==> config.mk <==
export PLATFORM = sky130hd
export DESIGN_NAME = ahb_slave_if_fifo
export DESIGN_NICKNAME = d
export VERILOG_FILES = /design/src/rtl/ahb_pkg.sv /design/src/rtl/sync_fifo.sv /design/src/rtl/ahb_slave_if_fifo.sv
export SDC_FILE = /design/constraint.sdc
export NUM_CORES = 1
export LEC_CHECK = 0
export BUFFER_PORTS_ARGS = -buffer_cell sky130_fd_sc_hd__buf_2
export CAP_MARGIN = 20
export CORE_UTILIZATION = 52
export DETAILED_ROUTE_END_ITERATION = 7
export MAX_ROUTING_LAYER = met4
export PLACE_DENSITY = 0.76
export SETUP_SLACK_MARGIN = 0.3
export SYNTH_ARGS = -nofsm -noshare
export SYNTH_HDL_FRONTEND = slang
export SYNTH_SLANG_ARGS = --single-unit
==> constraint.sdc <==
create_clock -name HCLK -period 6.39 [get_ports HCLK]
set_clock_uncertainty 0.05 [all_clocks]
set_input_delay 1.5975 -clock HCLK [delete_from_list [all_inputs] [get_ports HCLK]]
set_output_delay 1.5975 -clock HCLK [all_outputs]
set_load 0.03 [all_outputs]
==> src/rtl/ahb_pkg.sv <==
// ahb_pkg: AHB-Lite encodings, response FSM states and burst helpers
package ahb_pkg;
  localparam logic [1:0] HTRANS_IDLE   = 2'b00;
  localparam logic [1:0] HTRANS_BUSY   = 2'b01;
  localparam logic [1:0] HTRANS_NONSEQ = 2'b10;
  localparam logic [1:0] HTRANS_SEQ    = 2'b11;
  localparam logic [2:0] HBURST_SINGLE = 3'd0;
  localparam logic [2:0] HBURST_INCR   = 3'd1;
  localparam logic [2:0] HBURST_WRAP4  = 3'd2;
  localparam logic [2:0] HBURST_INCR4  = 3'd3;
  localparam logic [2:0] HBURST_INCR8  = 3'd5;
  localparam logic HRESP_OKAY  = 1'b0;
  localparam logic HRESP_ERROR = 1'b1;
  localparam logic [2:0] ST_IDLE    = 3'd0;
  localparam logic [2:0] ST_WR_PUSH = 3'd1;
  localparam logic [2:0] ST_RD_PUSH = 3'd2;
  localparam logic [2:0] ST_RD_WAIT = 3'd3;
  localparam logic [2:0] ST_RD_DONE = 3'd4;
  localparam logic [2:0] ST_ERR1    = 3'd5;
  localparam logic [2:0] ST_ERR2    = 3'd6;
  function automatic logic [4:0] burst_beats(input logic [2:0] b);
    return b[2:1] == 2'b01 ? 5'd4 : b[2:1] == 2'b10 ? 5'd8 : b[2:1] == 2'b11 ? 5'd16 : 5'd0;
  endfunction
  function automatic logic is_wrap(input logic [2:0] b);
    return !b[0] && b != HBURST_SINGLE;
  endfunction
endpackage

==> src/rtl/sync_fifo.sv <==
// sync_fifo: in-order request queue; full/empty come from the registered occupancy
module sync_fifo #(
  parameter int WIDTH = 8,
  parameter int DEPTH = 4
) (
  input  logic                       clk,
  input  logic                       rst,
  input  logic                       push,
  input  logic                       pop,
  input  logic [WIDTH-1:0]           wdata,
  output logic [WIDTH-1:0]           rdata,
  output logic                       full,
  output logic                       empty,
  output logic [$clog2(DEPTH):0]     level
);
  localparam int AW = $clog2(DEPTH);
  logic [WIDTH-1:0] mem [DEPTH];
  logic [AW-1:0] wp, rp;
  logic do_push, do_pop;
  assign full = level == (AW+1)'(DEPTH);
  assign empty = level == '0;
  assign do_push = push && !full;
  assign do_pop = pop && !empty;
  assign rdata = mem[rp];
  // pointers wrap naturally since DEPTH is a power of two
  always_ff @(posedge clk) begin
    if (rst) begin
      wp <= '0;
      rp <= '0;
      level <= '0;
    end else begin
      wp <= wp + AW'(do_push);
      rp <= rp + AW'(do_pop);
      level <= level + (AW+1)'(do_push) - (AW+1)'(do_pop);
    end
  end
  // storage needs no reset; only entries below level are ever observed
  always_ff @(posedge clk) begin
    if (do_push) mem[wp] <= wdata;
  end
endmodule

==> src/rtl/ahb_slave_if_fifo.sv <==
// ahb_slave_if_fifo: AHB-Lite slave front end queuing checked transfers toward the APB side
module ahb_slave_if_fifo
  import ahb_pkg::*;
#(
  parameter int ADDR_W = 32,
  parameter int DATA_W = 32,
  parameter int FIFO_DEPTH = 4
) (
  input  logic                          HCLK,
  input  logic                          HRESET,
  input  logic                          HSEL,
  input  logic [ADDR_W-1:0]             HADDR,
  input  logic                          HWRITE,
  input  logic [2:0]                    HSIZE,
  input  logic [2:0]                    HBURST,
  input  logic [1:0]                    HTRANS,
  input  logic                          HREADY,
  input  logic [DATA_W-1:0]             HWDATA,
  output logic                          HREADYOUT,
  output logic                          HRESP,
  output logic [DATA_W-1:0]             HRDATA,
  output logic                          req_valid,
  input  logic                          req_ready,
  output logic [ADDR_W-1:0]             req_addr,
  output logic [DATA_W-1:0]             req_wdata,
  output logic                          req_write,
  output logic [2:0]                    req_size,
  input  logic                          rsp_valid,
  input  logic [DATA_W-1:0]             rsp_rdata,
  input  logic                          rsp_err,
  output logic [$clog2(FIFO_DEPTH):0]   fifo_level
);
  localparam logic [2:0] MAX_SIZE = 3'($clog2(DATA_W/8));
  typedef struct packed {
    logic [ADDR_W-1:0] addr;
    logic [DATA_W-1:0] wdata;
    logic              write;
    logic [2:0]        size;
  } req_t;
  logic [2:0] state, state_nx, size_r, burst_r, burst_sel;
  logic [ADDR_W-1:0] addr_r, exp_addr, step, win, incr_addr, nxt_addr;
  logic [4:0] beats_left;
  logic burst_open, ready, accept, seq, err, full, empty, push, st_wr;
  req_t push_req, head;
  assign ready = state == ST_IDLE || state == ST_RD_DONE || state == ST_ERR2 || (state == ST_WR_PUSH && !full);
  assign accept = ready && HSEL && HREADY && HTRANS[1];
  assign seq = HTRANS == HTRANS_SEQ;
  assign err = HSIZE > MAX_SIZE || (seq && (!burst_open || HADDR != exp_addr));
  assign burst_sel = seq ? burst_r : HBURST;
  assign step = ADDR_W'(1) << HSIZE;
  assign win = ADDR_W'(burst_beats(burst_sel)) << HSIZE;
  assign incr_addr = HADDR + step;
  assign nxt_addr = is_wrap(burst_sel) ? (HADDR & ~(win - 1'b1)) | (incr_addr & (win - 1'b1)) : incr_addr;
  assign HREADYOUT = ready;
  assign HRESP = (state == ST_ERR1 || state == ST_ERR2) ? HRESP_ERROR : HRESP_OKAY;
  assign st_wr = state == ST_WR_PUSH;
  assign push = (st_wr || state == ST_RD_PUSH) && !full;
  assign push_req = '{addr_r, st_wr ? HWDATA : '0, st_wr, size_r};
  assign req_valid = !empty;
  assign {req_addr, req_wdata, req_write, req_size} = head;
  sync_fifo #(.WIDTH($bits(req_t)), .DEPTH(FIFO_DEPTH)) u_fifo (
    .clk(HCLK),
    .rst(HRESET),
    .push(push),
    .pop(req_ready),
    .wdata(push_req),
    .rdata(head),
    .full(full),
    .empty(empty),
    .level(fifo_level)
  );
  // a completing data phase hands over to the next accepted address phase
  always_comb begin
    state_nx = state;
    if (ready) state_nx = accept ? (err ? ST_ERR1 : HWRITE ? ST_WR_PUSH : ST_RD_PUSH) : ST_IDLE;
    else if (state == ST_RD_PUSH) state_nx = full ? ST_RD_PUSH : ST_RD_WAIT;
    else if (state == ST_RD_WAIT && rsp_valid) state_nx = rsp_err ? ST_ERR1 : ST_RD_DONE;
    else if (state == ST_ERR1) state_nx = ST_ERR2;
  end
  // address-phase capture, burst tracking and read-data holding
  always_ff @(posedge HCLK) begin
    if (HRESET) begin
      state <= ST_IDLE;
      addr_r <= '0;
      size_r <= '0;
      exp_addr <= '0;
      burst_r <= '0;
      beats_left <= '0;
      burst_open <= 1'b0;
      HRDATA <= '0;
    end else begin
      state <= state_nx;
      if (state == ST_RD_WAIT && rsp_valid && !rsp_err) HRDATA <= rsp_rdata;
      if (accept) begin
        addr_r <= HADDR;
        size_r <= HSIZE;
        if (err) burst_open <= 1'b0;
        else if (!seq) begin
          burst_open <= HBURST != HBURST_SINGLE;
          burst_r <= HBURST;
          beats_left <= burst_beats(HBURST) - 5'd1;
          exp_addr <= nxt_addr;
        end else begin
          exp_addr <= nxt_addr;
          if (burst_r != HBURST_INCR) begin
            beats_left <= beats_left - 5'd1;
            burst_open <= beats_left != 5'd1;
          end
        end
      end
    end
  end
endmodule

==> flow_summary_export.csv, run 1 <==
group,metric,value,unit
clock_tree,cts_buffers,40,
setup_path,crit_chain,"buf_4, mux4_2, buf_2",
power_and_ir_drop,total_power,6.43,mW
setup_path,worstSetupPathType,"register to primary output",
clock_tree,clock-sinks,390,
sta,tightest_slew,1.08,ns
detailed_routing,ant_nets,0,
sta,setup_tns,0,ns
floorplan,die_y,180,microns
sta,drv_slew,0,
setup_path,r2r-start,"state[1]$_SDFFE_PP0P_",
floorplan,core_area,0.0309,sq mm
clock_tree,post_cts_buffers,0,
clock_tree,clkSlewWorstSetupHoldPaths,0.06,ns
clock_tree,cts_tree,"done",
synthesis,synthFlopType,"edfxtp_1",
setup_path,cp-start-kind,"register",
setup_path,worst-r2r-setup-slack,3.29,ns
power_and_ir_drop,leakage,6.76,nW
setup_path,worst_ep_arrival_time,2.66,ns
floorplan,die_w,180,microns
setup_path,end_kind,"primary output",
clock_tree,clockBufferDepth,3,
setup_path,path_max_fanout,32,
detailed_routing,post_drt_wl_per_cell,20.3,microns
layout,multi_input_area,0.00563,sq mm
clock_tree,cts_resized,0,
layout,seq_area,0.0105,sq mm
synthesis,synthesis.area,0.0165,sq mm
sta,period_share,67.5,%
synthesis,synth_top_area_cell,"edfxtp_1",
detailed_routing,wl,37700,microns
sta,rsz0062_at_grt,"false",
synthesis,synth_cell_type_count,68,
power_and_ir_drop,irDropWorstVdd,0.214,mV
synthesis,synth_edf_count,272,
layout,syn2layout_area_growth,17.5,%
synthesis,syn_nets,1361,
placed_design,port-buffer-count,217,
synthesis,yosysWarnings,0,
clock_tree,htree_levels,2,
setup_path,cp_slowest_cell,"dfxtp_4",
synthesis,avgSynthCellArea,13.4,sq um
global_routing,grt_pass1_vias,10887,
setup_path,cp.depth,3,
placed_design,place_congestion,0.967,
synthesis,ys_seq_area_share,63.9,%
global_routing,grt_pass1_wl,59500,microns
detailed_routing,drtPass1Iterations,5,
global_routing,antenna_found_initial,1,
setup_path,crit_end,"req_wdata[16]",
clock_tree,hold_buffers,0,
global_routing,gr-total-overflow,0,
layout,drive_gt1_share,26.2,%
layout,layout.nets,1558,
placed_design,hpwlAfterDp,23800,microns
floorplan,start_util,53.3,%
outcome,status,"completed",
setup_path,worst_r2r_path_depth,4,
setup_path,critical_path_buf_inv_count,2,
sta,min_period,4.31,ns
sta,slew_headroom,27.4,%
layout,fillerInstances,2345,
power_and_ir_drop,pwr_density_cell,332,mW/mm^2
detailed_routing,vias_per_cell,5.87,
sta,hold_viol,0,
floorplan,io_pins,218,
global_routing,grt_use_total,24.1,%
sta,finalSetupViolations,0,
floorplan,die_area,0.0324,sq mm
synthesis,yosysMostFrequentCell,"edfxtp_1",
job,drv_cap,0,
setup_path,critPathTopFamily,"flip-flops",
synthesis,synthTopCellsByCount,"272 x edfxtp_1, 162 x nand2_1, 118 x dfxtp_1, 113 x a21oi_1",
synthesis,synth_top_cell_area_share,49.5,%
sta,timing.hold.ws,0.400,ns
floorplan,core.rowCount,64,
clock_tree,clkLatencyLatePin,0.52,ns
setup_path,cp.required,4.74,ns
hold_path,min_path_type,"register to register",
global_routing,grt_max_degree,70,
detailed_routing,drc_errors,0,
synthesis,netlist_top_cells_area,"edfxtp_1 50%, dfxtp_1 14%, mux4_2 9.3%",
setup_path,cpPeakStageDelay,0.80,ns
synthesis,synth-seq-cells,390,
sta,fmax,0.232,GHz
detailed_routing,drt_iter0_drc,828,
synthesis,async_flop_share,0,%
setup_path,startpoint,"u_fifo.rp[0]$_SDFF_PP0_",
synthesis,synth_cells,1229,
layout,final_util,62.6,%
setup_path,timing.rr.end,"u_fifo.mem[0][37]$_DFFE_PP_",
clock_tree,cts-root-buf,"clkbuf_16",
detailed_routing,num_vias,10895,
-- cell families after synthesis --
logic type,synth area share [%]
adder cells (fa/ha/maj),1.61
AND/OR/NAND/NOR,10.5
flip-flops,63.9
XOR/XNOR,3.51
buffers and inverters,2.28
multiplexers,9.65
AO/OA/AOI/OAI,8.61
-- worst min-delay path, cell delays in order, from the launching register on --
cell,delay (ns)
dfxtp_1,0.30
nand2_1,0.05
a21oi_1,0.05
-- per-stage QoR --
stage               area [sq um]  setup slack, ns  instances
detailed placement         18000             1.90       1779
floorplan                  16500             1.80       1229
global placement           17900             1.96       1778
global route               19400             1.88       1855
finish                     19400             2.08       1855
CTS                        19300             2.01       1853
-- flip-flops by register name, summed over array words and instances, names as in the netlist --
signal and cells:
HRDATA 32, addr_r 32, beats_left 5, burst_open 1, burst_r 3, exp_addr 32, size_r 3, state 3
u_fifo.level 3, u_fifo.mem 272, u_fifo.rp 2, u_fifo.wp 2
-- power breakdown --
part / internal (mW) / leakage (nW) / switching [mW]
Clock: 1.47 / 0.662 / 0.937
Combinational: 0.469 / 2.65 / 0.691
Sequential: 2.75 / 3.45 / 0.116
Total: 4.69 / 6.76 / 1.74
-- final cells by class --
class                   count  area share, %
well taps                 396           2.56
multi-input cells         741           29.1
clock inverters            16           1.13
flip-flops and latches    390           54.4
repair buffers            235           6.45
inverters                  18          0.349
clock buffers              58           5.99
diodes                      1         0.0129
-- per-layer routing --
layer / global-route usage (%) / routed length (microns) / share of wire (%)
met1: 31.4 / 16100 / 43
met2: 39.5 / 18200 / 48
met3: 3.40 / 2400 / 6.4
met4: 6.94 / 1010 / 2.7
met5: - / 0 / 0
-- placed cells by master, fill, tap and decap left out, types with 8 or more instances in the layout --
| cell type | synthesis | layout |
|---|---|---|
| and2_1 | 41 | 41 |
| a21oi_1 | 113 | 113 |
| clkbuf_16 | 0 | 42 |
| inv_1 | 17 | 17 |
| edfxtp_1 | 272 | 272 |
| nor3_1 | 14 | 13 |
| ha_1 | 18 | 18 |
| xnor2_1 | 52 | 52 |
| nand4_1 | 23 | 23 |
| dfxtp_1 | 118 | 116 |
| clkbuf_1 | 68 | 10 |
| buf_4 | 0 | 17 |
| o21ai_0 | 13 | 13 |
| buf_2 | 7 | 216 |
| mux4_2 | 68 | 68 |
| nand3_1 | 17 | 17 |
| nand2_1 | 162 | 162 |
| a211oi_1 | 12 | 12 |
| nor4_1 | 10 | 8 |
| xor2_1 | 14 | 14 |
| o31ai_1 | 26 | 26 |
| nor2_1 | 46 | 43 |
-- worst min-delay path by stage --
stage	startpoint	endpoint	slack, ns	cells past startpoint
after global placement	HRDATA[29]$_SDFFE_PP0P_	HRDATA[29]$_SDFFE_PP0P_	0.39	2
after detailed placement	HRDATA[5]$_SDFFE_PP0P_	HRDATA[5]$_SDFFE_PP0P_	0.39	2
after global routing	HRDATA[16]$_SDFFE_PP0P_	HRDATA[16]$_SDFFE_PP0P_	0.42	2
after CTS	HRDATA[5]$_SDFFE_PP0P_	HRDATA[5]$_SDFFE_PP0P_	0.40	2
final	HRDATA[16]$_SDFFE_PP0P_	HRDATA[16]$_SDFFE_PP0P_	0.40	2
after floorplan	size_r[0]$_SDFFE_PP0P_	u_fifo.mem[0][0]$_DFFE_PP_	0.41	0
(Power assumes the default switching activity.)
==> run 2, diff against run 1 <==
==> constraint.sdc (replaced) <==
create_clock -name HCLK -period 3.6 [get_ports HCLK]
set_clock_uncertainty 0.05 [all_clocks]
set_input_delay 0.9 -clock HCLK [delete_from_list [all_inputs] [get_ports HCLK]]
set_output_delay 0.9 -clock HCLK [all_outputs]
set_load 0.03 [all_outputs]
==> run 2 against run 1 <==
  * Register-to-register slack worse by 2.4 ns
  * Critical path type unchanged
  * Sequential power up 75%
  * Utilization up 0.96 points
  * Clock power up 66%
  * Power up 75%
  * Highest routed layer unchanged
  * Wire length up 2.5%
  * Global-route usage up 0.35 points
  * Non-clock buffer count up 28
==> flow_summary_export.csv, run 2 (synthesis gave the netlist of run 1 again) <==
group,metric,value,unit
global_routing,gr-total-overflow,0,
job,drv_cap,0,
sta,hold_viol,0,
setup_path,critical_path_buf_inv_count,2,
layout,largest_register_ffs,272,
global_routing,grt_use_total,24.4,%
floorplan,core.rowCount,64,
global_routing,grt_pass1_wl,60400,microns
setup_path,cp-start-kind,"register",
sta,min_period,3.08,ns
placed_design,pre_cts_ws,0.128,ns
sta,finalSetupViolations,0,
layout,fillerInstances,2342,
sta,slew_headroom,42.8,%
setup_path,worst-r2r-setup-slack,0.85,ns
layout,layout_common_cells,"272 x edfxtp_1, 216 x buf_2, 162 x nand2_1",
clock_tree,cts_resized,0,
global_routing,grt_max_degree,56,
layout,multi_input_area,0.00569,sq mm
clock_tree,cts_tree,"done",
floorplan,io_pins,218,
layout,syn2layout_area_growth,19.3,%
clock_tree,clkLatencyLatePin,0.53,ns
placed_design,port-buffer-count,217,
clock_tree,cts-root-buf,"clkbuf_16",
detailed_routing,num_vias,10923,
clock_tree,htree_levels,2,
placed_design,hpwlAfterDp,25500,microns
layout,seq_area,0.0105,sq mm
clock_tree,cts_buffers,39,
power_and_ir_drop,total_power,11.2,mW
layout,layout.nets,1585,
setup_path,crit_chain,"buf_12, mux4_2, buf_2",
sta,drv_slew,0,
detailed_routing,vias_per_cell,5.79,
sta,setup_tns,0,ns
hold_path,min_path_type,"register to register",
setup_path,critPathTopFamily,"flip-flops",
detailed_routing,drt_iter0_drc,766,
detailed_routing,post_drt_wl_per_cell,20.5,microns
setup_path,worst_r2r_path_depth,10,
setup_path,path_max_fanout,17,
global_routing,grt_pass1_vias,10871,
sta,layout_setup_ws,0.517,ns
hold_path,min_path_cells,2,
power_and_ir_drop,irDropWorstVdd,0.344,mV
clock_tree,post_cts_buffers,0,
clock_tree,clock-sinks,390,
floorplan,die_area,0.0324,sq mm
setup_path,cp.required,2.65,ns
sta,rsz0062_at_grt,"false",
setup_path,worst_ep_arrival_time,2.13,ns
sta,period_share,85.6,%
detailed_routing,ant_nets,0,
layout,drive_gt1_share,27.8,%
detailed_routing,wl,38600,microns
clock_tree,hold_buffers,0,
detailed_routing,drc_errors,0,
power_and_ir_drop,pwr_density_cell,572,mW/mm^2
sta,fmax,0.324,GHz
floorplan,core_area,0.0309,sq mm
setup_path,cp.depth,3,
floorplan,die_y,180,microns
clock_tree,clockBufferDepth,3,
setup_path,cp_slowest_cell,"dfxtp_4",
outcome,status,"completed",
layout,regMostFlops,"u_fifo.mem",
clock_tree,clkSlewWorstSetupHoldPaths,0.06,ns
placed_design,place_congestion,0.935,
layout,final_common_cell,"edfxtp_1",
setup_path,cpPeakStageDelay,0.57,ns
sta,tightest_slew,0.857,ns
power_and_ir_drop,leakage,6.90,nW
floorplan,start_util,53.3,%
setup_path,worstSetupPathType,"register to primary output",
detailed_routing,drtPass1Iterations,5,
floorplan,die_w,180,microns
global_routing,antenna_found_initial,7,
sta,timing.hold.ws,0.400,ns
setup_path,end_kind,"primary output",
[run 2: cell types whose count changed in the layout (fill, tap and decap cells not counted), moves of 5 or more]
cell / before / now
buf_4: 17 / 35
buf_12: 0 / 11
diode_2: 1 / 7
clkinv_2: 1 / 6
[run 2: final timing paths]
path                               end                     from
max reg2reg  exp_addr[16]$_SDFFE_PP0P_  burst_r[1]$_SDFFE_PP0P_
min            HRDATA[31]$_SDFFE_PP0P_  HRDATA[31]$_SDFFE_PP0P_
max                       req_addr[31]  u_fifo.rp[0]$_SDFF_PP0_
min reg2reg    HRDATA[31]$_SDFFE_PP0P_  HRDATA[31]$_SDFFE_PP0P_
[run 2: report_power, final]
part	internal (mW)	total, mW	switching [mW]
Clock	2.31	3.98	1.67
Sequential	4.88	5.02	0.141
Combinational	0.929	2.25	1.32
[run 2: final cells by class]
class,count,share of cell area (%)
tap,396,2.52
timing repair buffer,263,8.09
inverter,18,0.344
clock inverter,21,1.05
antenna,7,0.0891
clock buffer,50,5.38
sequential,390,53.6
multi-input combinational,741,28.9
[run 2: routing by layer]
metal / track usage (%) / share of wire [%]
met5: - / 0
met3: 4.02 / 7.1
met2: 39.1 / 48
met4: 5.54 / 2.1
met1: 33.0 / 43
[run 2: per-stage QoR]
| stage | area (sq um) | utilization, % | instances |
|---|---|---|---|
| final | 19700 | 63.6 | 1886 |
| after global routing | 19700 | 63.6 | 1886 |
| after CTS | 19600 | 63.5 | 1878 |
| after detailed placement | 18400 | 59.4 | 1807 |
| after global placement | 18400 | 59.4 | 1807 |
| after floorplan | 16600 | - | 1229 |
[run 2: worst register-to-register path, stage by stage, from the launching register on]
cell,delay [ns]
dfxtp_1,0.35
and3_1,0.20
nor2_1,0.30
nor2_1,0.08
o211ai_1,0.19
ha_2,0.31
nand2_1,0.09
a22o_1,0.36
a2111oi_2,0.45
xnor2_1,0.16
a21oi_1,0.08
